<file path="src/rtl/dma_burst_sched.sv">
// RX DMA burst-slot scheduler: per-burst fill/skip decisions into a ring of host buffers,
// credit-based buffer ownership, toggle-coded statistics events and graceful stop with flush.
module dma_burst_sched #(
    parameter int unsigned MAX_BUSRTS_BITS = 5,
    parameter int unsigned RING_BITS       = 5,
    parameter int unsigned CNT_BITS        = 16
) (
    input  logic                       clk,
    input  logic                       rst_n,
    input  logic                       dma_en,
    input  logic [MAX_BUSRTS_BITS-1:0] cfg_buff_brst_z,
    input  logic [RING_BITS-1:0]       cfg_ring_z,
    input  logic                       host_release_valid,
    input  logic [RING_BITS:0]         host_release_num,
    input  logic                       stop_req,
    input  logic                       brst_req_valid,
    output logic                       brst_req_ready,
    output logic                       grant_valid,
    output logic                       grant_fill,
    output logic [RING_BITS-1:0]       grant_buf_idx,
    output logic [MAX_BUSRTS_BITS-1:0] grant_brst_idx,
    output logic                       fifo_burst_fill,
    output logic                       fifo_burst_skip,
    output logic [RING_BITS:0]         credit,
    output logic [CNT_BITS-1:0]        ovr_cnt,
    output logic                       stop_done
);

    localparam int unsigned BW = MAX_BUSRTS_BITS;
    localparam int unsigned RW = RING_BITS;
    localparam int unsigned CW = RING_BITS + 1;
    localparam int unsigned SW = RING_BITS + 2;

    localparam logic [1:0] S_IDLE  = 2'd0;
    localparam logic [1:0] S_RUN   = 2'd1;
    localparam logic [1:0] S_FLUSH = 2'd2;
    localparam logic [1:0] S_DONE  = 2'd3;

    logic [1:0]          state, state_d;
    logic [BW-1:0]       cfg_brst_q, cfg_brst_d;
    logic [RW-1:0]       cfg_ring_q, cfg_ring_d;
    logic [RW-1:0]       wr_idx, wr_idx_d;
    logic [BW-1:0]       brst_idx, brst_idx_d;
    logic                owned_q, owned_d;
    logic [CW-1:0]       credit_d;
    logic [CNT_BITS-1:0] ovr_cnt_d;
    logic                grant_valid_d, grant_fill_d;
    logic [RW-1:0]       grant_buf_idx_d;
    logic [BW-1:0]       grant_brst_idx_d;
    logic                fill_tgl_d, skip_tgl_d, stop_done_d;

    logic                dec_en, dec_owned, wrap, consume, rel_en;
    logic [SW-1:0]       credit_sum, credit_cap;

    assign brst_req_ready = (state == S_RUN) & ~stop_req;

    // Next-state, decision and credit logic
    always_comb begin
        state_d          = state;
        cfg_brst_d       = cfg_brst_q;
        cfg_ring_d       = cfg_ring_q;
        wr_idx_d         = wr_idx;
        brst_idx_d       = brst_idx;
        owned_d          = owned_q;
        credit_d         = credit;
        ovr_cnt_d        = ovr_cnt;
        grant_valid_d    = 1'b0;
        grant_fill_d     = grant_fill;
        grant_buf_idx_d  = grant_buf_idx;
        grant_brst_idx_d = grant_brst_idx;
        fill_tgl_d       = fifo_burst_fill;
        skip_tgl_d       = fifo_burst_skip;
        dec_en           = 1'b0;
        dec_owned        = 1'b0;
        rel_en           = 1'b0;
        consume          = 1'b0;
        wrap             = (brst_idx == cfg_brst_q);
        credit_sum       = '0;
        credit_cap       = SW'(cfg_ring_q) + SW'(1);

        case (state)
            S_IDLE: begin
                if (dma_en) begin
                    state_d    = S_RUN;
                    cfg_brst_d = cfg_buff_brst_z;
                    cfg_ring_d = cfg_ring_z;
                    wr_idx_d   = '0;
                    brst_idx_d = '0;
                    owned_d    = 1'b0;
                    credit_d   = CW'(cfg_ring_z) + CW'(1);
                    ovr_cnt_d  = '0;
                end
            end
            S_RUN: begin
                rel_en = 1'b1;
                if (stop_req) begin
                    state_d = (brst_idx == '0) ? S_DONE : S_FLUSH;
                end else if (brst_req_valid) begin
                    dec_en    = 1'b1;
                    // Mode is fixed by the registered credit at the first slot of each buffer
                    dec_owned = (brst_idx == '0) ? (credit != '0) : owned_q;
                end
            end
            S_FLUSH: begin
                rel_en    = 1'b1;
                dec_en    = 1'b1;
                dec_owned = owned_q;
                if (wrap) begin
                    state_d = S_DONE;
                end
            end
            default: ;
        endcase

        if (!dma_en) begin
            state_d = S_IDLE;
            dec_en  = 1'b0;
            rel_en  = 1'b0;
        end

        if (dec_en) begin
            grant_valid_d    = 1'b1;
            grant_fill_d     = dec_owned & (state == S_RUN);
            grant_buf_idx_d  = wr_idx;
            grant_brst_idx_d = brst_idx;
            if (dec_owned && (state == S_RUN)) begin
                fill_tgl_d = ~fifo_burst_fill;
            end else begin
                skip_tgl_d = ~fifo_burst_skip;
            end
            owned_d = dec_owned;
            if (wrap) begin
                brst_idx_d = '0;
                if (dec_owned) begin
                    wr_idx_d = (wr_idx == cfg_ring_q) ? '0 : RW'(wr_idx + RW'(1));
                    consume  = (credit != '0);
                end else if (ovr_cnt != '1) begin
                    ovr_cnt_d = ovr_cnt + CNT_BITS'(1);
                end
            end else begin
                brst_idx_d = brst_idx + BW'(1);
            end
        end

        // Release and consume land together; ownership never exceeds the ring size
        if (rel_en) begin
            credit_sum = SW'(credit)
                       + (host_release_valid ? SW'(host_release_num) : SW'(0))
                       - SW'(consume);
            credit_d   = (credit_sum > credit_cap) ? CW'(credit_cap) : CW'(credit_sum);
        end

        stop_done_d = (state_d == S_DONE);
    end

    always_ff @(posedge clk or negedge rst_n) begin
        if (!rst_n) begin
            state           <= S_IDLE;
            cfg_brst_q      <= '0;
            cfg_ring_q      <= '0;
            wr_idx          <= '0;
            brst_idx        <= '0;
            owned_q         <= 1'b0;
            credit          <= '0;
            ovr_cnt         <= '0;
            grant_valid     <= 1'b0;
            grant_fill      <= 1'b0;
            grant_buf_idx   <= '0;
            grant_brst_idx  <= '0;
            fifo_burst_fill <= 1'b0;
            fifo_burst_skip <= 1'b0;
            stop_done       <= 1'b0;
        end else begin
            state           <= state_d;
            cfg_brst_q      <= cfg_brst_d;
            cfg_ring_q      <= cfg_ring_d;
            wr_idx          <= wr_idx_d;
            brst_idx        <= brst_idx_d;
            owned_q         <= owned_d;
            credit          <= credit_d;
            ovr_cnt         <= ovr_cnt_d;
            grant_valid     <= grant_valid_d;
            grant_fill      <= grant_fill_d;
            grant_buf_idx   <= grant_buf_idx_d;
            grant_brst_idx  <= grant_brst_idx_d;
            fifo_burst_fill <= fill_tgl_d;
            fifo_burst_skip <= skip_tgl_d;
            stop_done       <= stop_done_d;
        end
    end

endmodule

</file>
<file path="config.mk">
export PLATFORM = sky130hd
export DESIGN_NAME = dma_burst_sched
export DESIGN_NICKNAME = d
export VERILOG_FILES = /design/src/rtl/dma_burst_sched.sv
export SDC_FILE = /design/constraint.sdc
export NUM_CORES = 1
export LEC_CHECK = 0
export CORE_UTILIZATION = 40
export CTS_BUF_LIST = sky130_fd_sc_hd__clkbuf_4
export DETAILED_ROUTE_END_ITERATION = 7
export PLACE_DENSITY = 0.66
export RECOVER_POWER = 25
export SYNTH_ARGS = -nofsm -noshare
export SYNTH_HDL_FRONTEND = slang
export SYNTH_SLANG_ARGS = --single-unit
</file>
<file path="constraint.sdc">
create_clock -name clk -period 9.4 [get_ports clk]
set_clock_uncertainty 0.2 [all_clocks]
set_input_delay 2.35 -clock clk [delete_from_list [all_inputs] [get_ports clk]]
set_output_delay 2.35 -clock clk [all_outputs]
set_load 0.005 [all_outputs]
</file>
Word-level counts from Yosys, hierarchy flattened
Index checks and enable logic that the tools add are counted.
{ "word_totals": {"regBits": 60, "input_bits": 22, "out_inout_bits": 38, "word_cells": 92} }
{ "classes": {"n_addsub": 7, "order_cmp": 1, "eq_ne": 6, "n_mux": 43, "n_bitwise": 6, "n_reduce_logical": 14} }
{ "op_table": {"columns": ["op", "count"], "rows": [
  ["2-to-1 mux 16 bit", 6],
  ["2-to-1 mux 5 bit", 10],
  ["2-to-1 mux 6 bit", 5],
  ["adder 16 x 1 -> 16 bit, second input constant", 1],
  ["2-to-1 mux 1 bit", 16],
  ["!= test 16 bit, second input constant", 1],
  ["adder 5 x 1 -> 6 bit, second input constant", 2],
  ["adder 5 x 1 -> 5 bit, second input constant", 2],
  ["equality test 5 bit", 2],
  ["AND reduction 2 bit", 5],
  ["nonzero test 2 bit", 4],
  ["adder 6 x 6 -> 7 bit", 1],
  ["> comparator 7 x 6 -> 1 bit", 1],
  ["subtractor 7 x 1 -> 7 bit", 1],
  ["2-to-1 mux 2 bit", 3],
  ["case mux 2 bit (3 select lines)", 1],
  ["nonzero test 6 bit", 1],
  ["zero test 5 bit", 1],
  ["equality test 2 bit, second input constant", 2],
  ["inverter 1 bit", 4],
  ["case mux 1 bit (2 select lines)", 2],
  ["bitwise AND 1 bit", 2],
  ["equality test 2 x 1 -> 1 bit, second input constant", 1],
  ["zero test 2 bit", 1],
  ["other kinds (2)", 2]
]} }

Depth between registers and ports, before layout
{ "depth": {"word_depth": 12, "depth_mapped": 21, "ltp_nobuf": 20} }

Worst setup path after synthesis
Ideal clock, no wire load.
{ "synth_path": {"kind": "input-to-reg", "start": "in stop_req", "end": "reg credit[3]", "setup_time_ns": 0.126, "arrival_ns": 6.011, "required_ns": 9.074, "slack_ns": 3.063, "stages": 19, "path_buffers": 1, "cell_sequence": "nand4b_1 o21ai_0 o21ai_4 buf_4 nor3_1 ha_1 inv_1 ha_1 inv_1 fa_1 nor2b_1 o31a_1 a21oi_1 ha_1 a21o_1 a21o_1 o21ai_0 nand3_1 a221o_1"} }
{ "synth_via": {"elab_chain_cells": 9, "word_cells_on_any_way": 12, "cone_classes": "1 x add/sub; 1 x order compare; 10 x mux"} }
{ "synth_rtl": {"columns": ["element", "line_no", "text"], "rows": [
  ["start, declared", "15", "input logic stop_req,"],
  ["2-to-1 mux 1 bit", "96", "if (stop_req) begin"],
  ["case mux 1 bit (2 select lines)", "81", "case (state)"],
  ["2-to-1 mux 1 bit", "134", "if (dec_owned) begin"],
  ["2-to-1 mux 1 bit", "132", "if (wrap) begin"],
  ["2-to-1 mux 1 bit *", "121", "if (dec_en) begin"],
  ["subtractor 7 x 1 -> 7 bit *", "149", "- SW'(consume);"],
  ["> comparator 7 x 6 -> 1 bit", "150", "credit_d = (credit_sum > credit_cap) ? CW'(credit_cap) : CW'(credit_sum);"],
  ["2-to-1 mux 6 bit *", "150", null],
  ["2-to-1 mux 6 bit *", "146", "if (rel_en) begin"],
  ["end signal, assigned", "180", "credit <= credit_d;"],
  ["end, declared", "24", "output logic [RING_BITS:0] credit,"]
]} }
Every way passes the cells marked *; elsewhere a longest branch is shown, timed or not.
A chain may end at the register's enable or synchronous reset.

Worst setup path in the final report
Same ends and word-level chain as after synthesis.

==> impl_metrics.yaml <==
status:
  status: "finished with violations"
  violations: "max-capacitance violations, max-slew violations"
timing:
  setup_tns_ns: 0
  fin_crit_ns: 6.93
  final.period_utilization_pct: 73.7
  max_freq_mhz: 144
  setup_violations: 0
  grt_setup_unrepaired: "no"
  relSlewSlack_pct: -116
  finalHoldViolations: 0
  final_max_slew_viol_count: 61
  worstMarginPinSlew_ns: 3.23
  fin_ws_ns: 2.47
synthesis:
  syn_inst: 450
  netlist_top_cells_area: "dfrtp_1, ha_1, nand2_1, inv_1, o21ai_0"
  ys_seq_area_share_pct: 37.9
  ys_seq_elements: 60
  yosysMostFrequentCell: "nand2_1"
  synth_area_mm2: 0.00396
  synth_top_cell_area_share_pct: 37.9
  synth_common_cells: "nand2_1, dfrtp_1, inv_1"
  ys_types: 59
  avgSynthCellArea_um2: 8.79
  syn_nets: 502
  synth_edf_count: 0
  yosysTopAreaCell: "dfrtp_1"
  ys.warnings.count: 0
  ys.flop_type: "dfrtp_1"
  synth-async-reset-ratio_pct: 100
run:
  cap_violations: 1
final_layout:
  multi_input_area_mm2: 0.00221
  fin_area_mm2: 0.00480
  nFillCells: 874
  fin_cells: 642
  postLayoutCoreUtil_pct: 51.0
  synthToLayoutAreaGrowth_pct: 21.3
  drive_above_1_share_pct: 4.87
  regArea_mm2: 0.00150
  insertedDiodeCount: 0
  nets: 560
critical_path:
  start_kind: "input pin"
  endpoint_kind: "flop"
  reg2regPathDepth: 20
  max_stage_delay_ns: 0.50
  r2r-end: "credit[3]"
  slowest_stage: "clkdlybuf4s50_1"
  worst_ep_arrival_time_ns: 7.01
  worstPathCellList: "clkdlybuf4s50_1 > nand4b_1 > o21ai_0 > o21ai_4 > nor3_1 > ha_1 > inv_1 > ha_1 > inv_1 > fa_1 > nor2b_1 > o21ai_0 > a21oi_1 > ha_1 > a21o_1 > a21o_1 > o21ai_0 > nand3_1 > a221o_1"
  path_class: "input pin to flop"
  rr_startpoint: "brst_idx[0]"
  worstPathRequired_ns: 9.48
  rrSetupSlack_ns: 3.95
  path_max_fanout: 18
  critical-path-top-delay-family: "compound AO/OA/AOI/OAI gates"
  crit_buf_inv: 3
cts:
  cts_sinks: 60
  clockRootBuffer: "clkbuf_4"
  cts_buffers: 9
  cts_hold_buf: 0
  htreeDepth: 3
  cts_setup_buffers: 0
  clock_path_buffers: 2
  clk_pin_slew_worst_paths_ns: 0.10
  worstSkewPairLatency_ns: 0.40
  cts_tree: "done"
  cts-resized-gates: 0
routing:
  routed_wl_um: 9870
  drc_errors: 0
  vias: 3528
  dr.pass1.iters: 5
  initialDrtViolationCount: 156
  ant_nets: 0
  viasPerCell: 5.50
  post_drt_wl_per_cell_um: 15.4
placement:
  gp_congestion: 0.860
  dp_hpwl_um: 7390
  place_area_mm2: 0.00465
  io_buffers: 59
  place_ws_ns: 2.14
  dp.cells: 626
grt:
  grt_pass1_vias: 3489
  track_usage_pct: 20.9
  grt_pass1_wl_um: 16600
  antenna_found_initial: 0
  grt_overflow: 0
  grt_max_degree: 61
die:
  dieArea_mm2: 0.0103
  die_x_um: 101
  die_y_um: 101
  core_mm2: 0.00942
  ios: 60
  std_cell_rows: 35
  start_util_pct: 42.0
worst_hold_path:
  min_to: "fifo_burst_fill"
  hold_start: "fifo_burst_fill"
  hp-class: "flop to flop"
  min_delay_path_depth: 1
pwr:
  power.density_mw_per_mm2: 235
  vdd_ir_drop_max_mv: 0.122
  p_leak_uw: 0.00209
where the power goes:
| part | switching (uW) | total, uW | internal (uW) |
|---|---|---|---|
| registers | 50.8 | 348 | 297 |
| clock network | 96.4 | 205 | 108 |
| logic | 321 | 576 | 255 |
| total | 468 | 1130 | 660 |
worst reg2reg max path, cell delays in order (launching register included):
cell and delay, ns:
dfrtp_1 0.47, inv_1 0.12, ha_1 0.14, nor4b_2 0.40, o21ai_0 0.30, o21ai_4 0.50
nor3_1 0.13, ha_1 0.31, inv_1 0.06, ha_1 0.17, inv_1 0.06, fa_1 0.40
nor2b_1 0.21, o21ai_0 0.11, a21oi_1 0.22, ha_1 0.29, a21o_1 0.16, a21o_1 0.18
o21ai_0 0.32, nand3_1 0.23, a221o_1 0.39
kinds of logic (layout without fill, tap and decap cells):
kind of cell	count (synthesis)	in the layout	synth area share (%)
xor+xnor	27	27	5.98
flops	60	60	37.9
compound gates	99	99	18.5
buf+inv	61	124	6.16
simple gates	169	169	20.7
mux	4	4	1.01
fa+ha+maj	30	30	9.67
worst max path at each step:
stage	startpoint	to	slack [ns]	cells after the start
final	stop_req	credit[3]	2.47	19
after global routing	stop_req	credit[3]	2.13	19
after CTS	stop_req	credit[3]	2.56	19
after detailed placement	stop_req	credit[3]	2.14	19
after global placement	stop_req	credit[3]	2.29	19
after floorplan	stop_req	credit[3]	3.06	19
layout make-up:
cell class,count,share of cell area (%)
clock buffer,10,1.56
timing repair buffer,61,12.4
sequential,60,31.3
tap,129,3.36
multi-input combinational,329,46.1
clock inverter,6,1.64
inverter,47,3.67
cells in the final DEF (no fill, tap or decap), types with 3 or more instances in the layout:
cell / instances
a21oi_1: 8
xor2_1: 12
and2_1: 5
nor2_1: 19
a21o_1: 6
nand4_1: 7
o2111ai_1: 9
o21a_1: 5
clkdlybuf4s50_1: 58
o311ai_0: 3
and3_1: 7
nor3_1: 8
o31a_1: 3
mux2i_1: 4
nor4_1: 3
ha_1: 29
clkinv_1: 4
nor2b_1: 6
o221ai_1: 5
inv_1: 46
o21ai_0: 32
o22ai_1: 4
o211ai_1: 5
xnor2_1: 15
nand3_1: 23
clkbuf_4: 10
nand2_1: 75
dfrtp_1: 60
a31oi_1: 4
layer usage:
layer,part of all wire (%),up-vias,global-route usage [%]
li1,-,1693,-
met1,45,1716,27.1
met2,49,105,35.0
met3,4.6,14,4.97
met4,1.2,0,5.80
met5,0,-,0
flip-flops by register name, indices dropped and copies added (netlist names):
name / cells
cfg_ring_q: 5
owned_q: 1
grant_fill: 1
credit: 6
cfg_brst_q: 5
grant_buf_idx: 5
grant_valid: 1
wr_idx: 5
fifo_burst_skip: 1
grant_brst_idx: 5
ovr_cnt: 16
stop_done: 1
fifo_burst_fill: 1
state: 2
brst_idx: 5
through the flow:
stage | power, uW | hold slack (ns)
after floorplan | 745 | 0.265
after global placement | 912 | 0.260
after detailed placement | 921 | 0.257
after CTS | 1130 | 0.274
after global routing | 1230 | 0.299
final | 1130 | 0.270
Note: power is estimated with default switching activity, not from simulation.
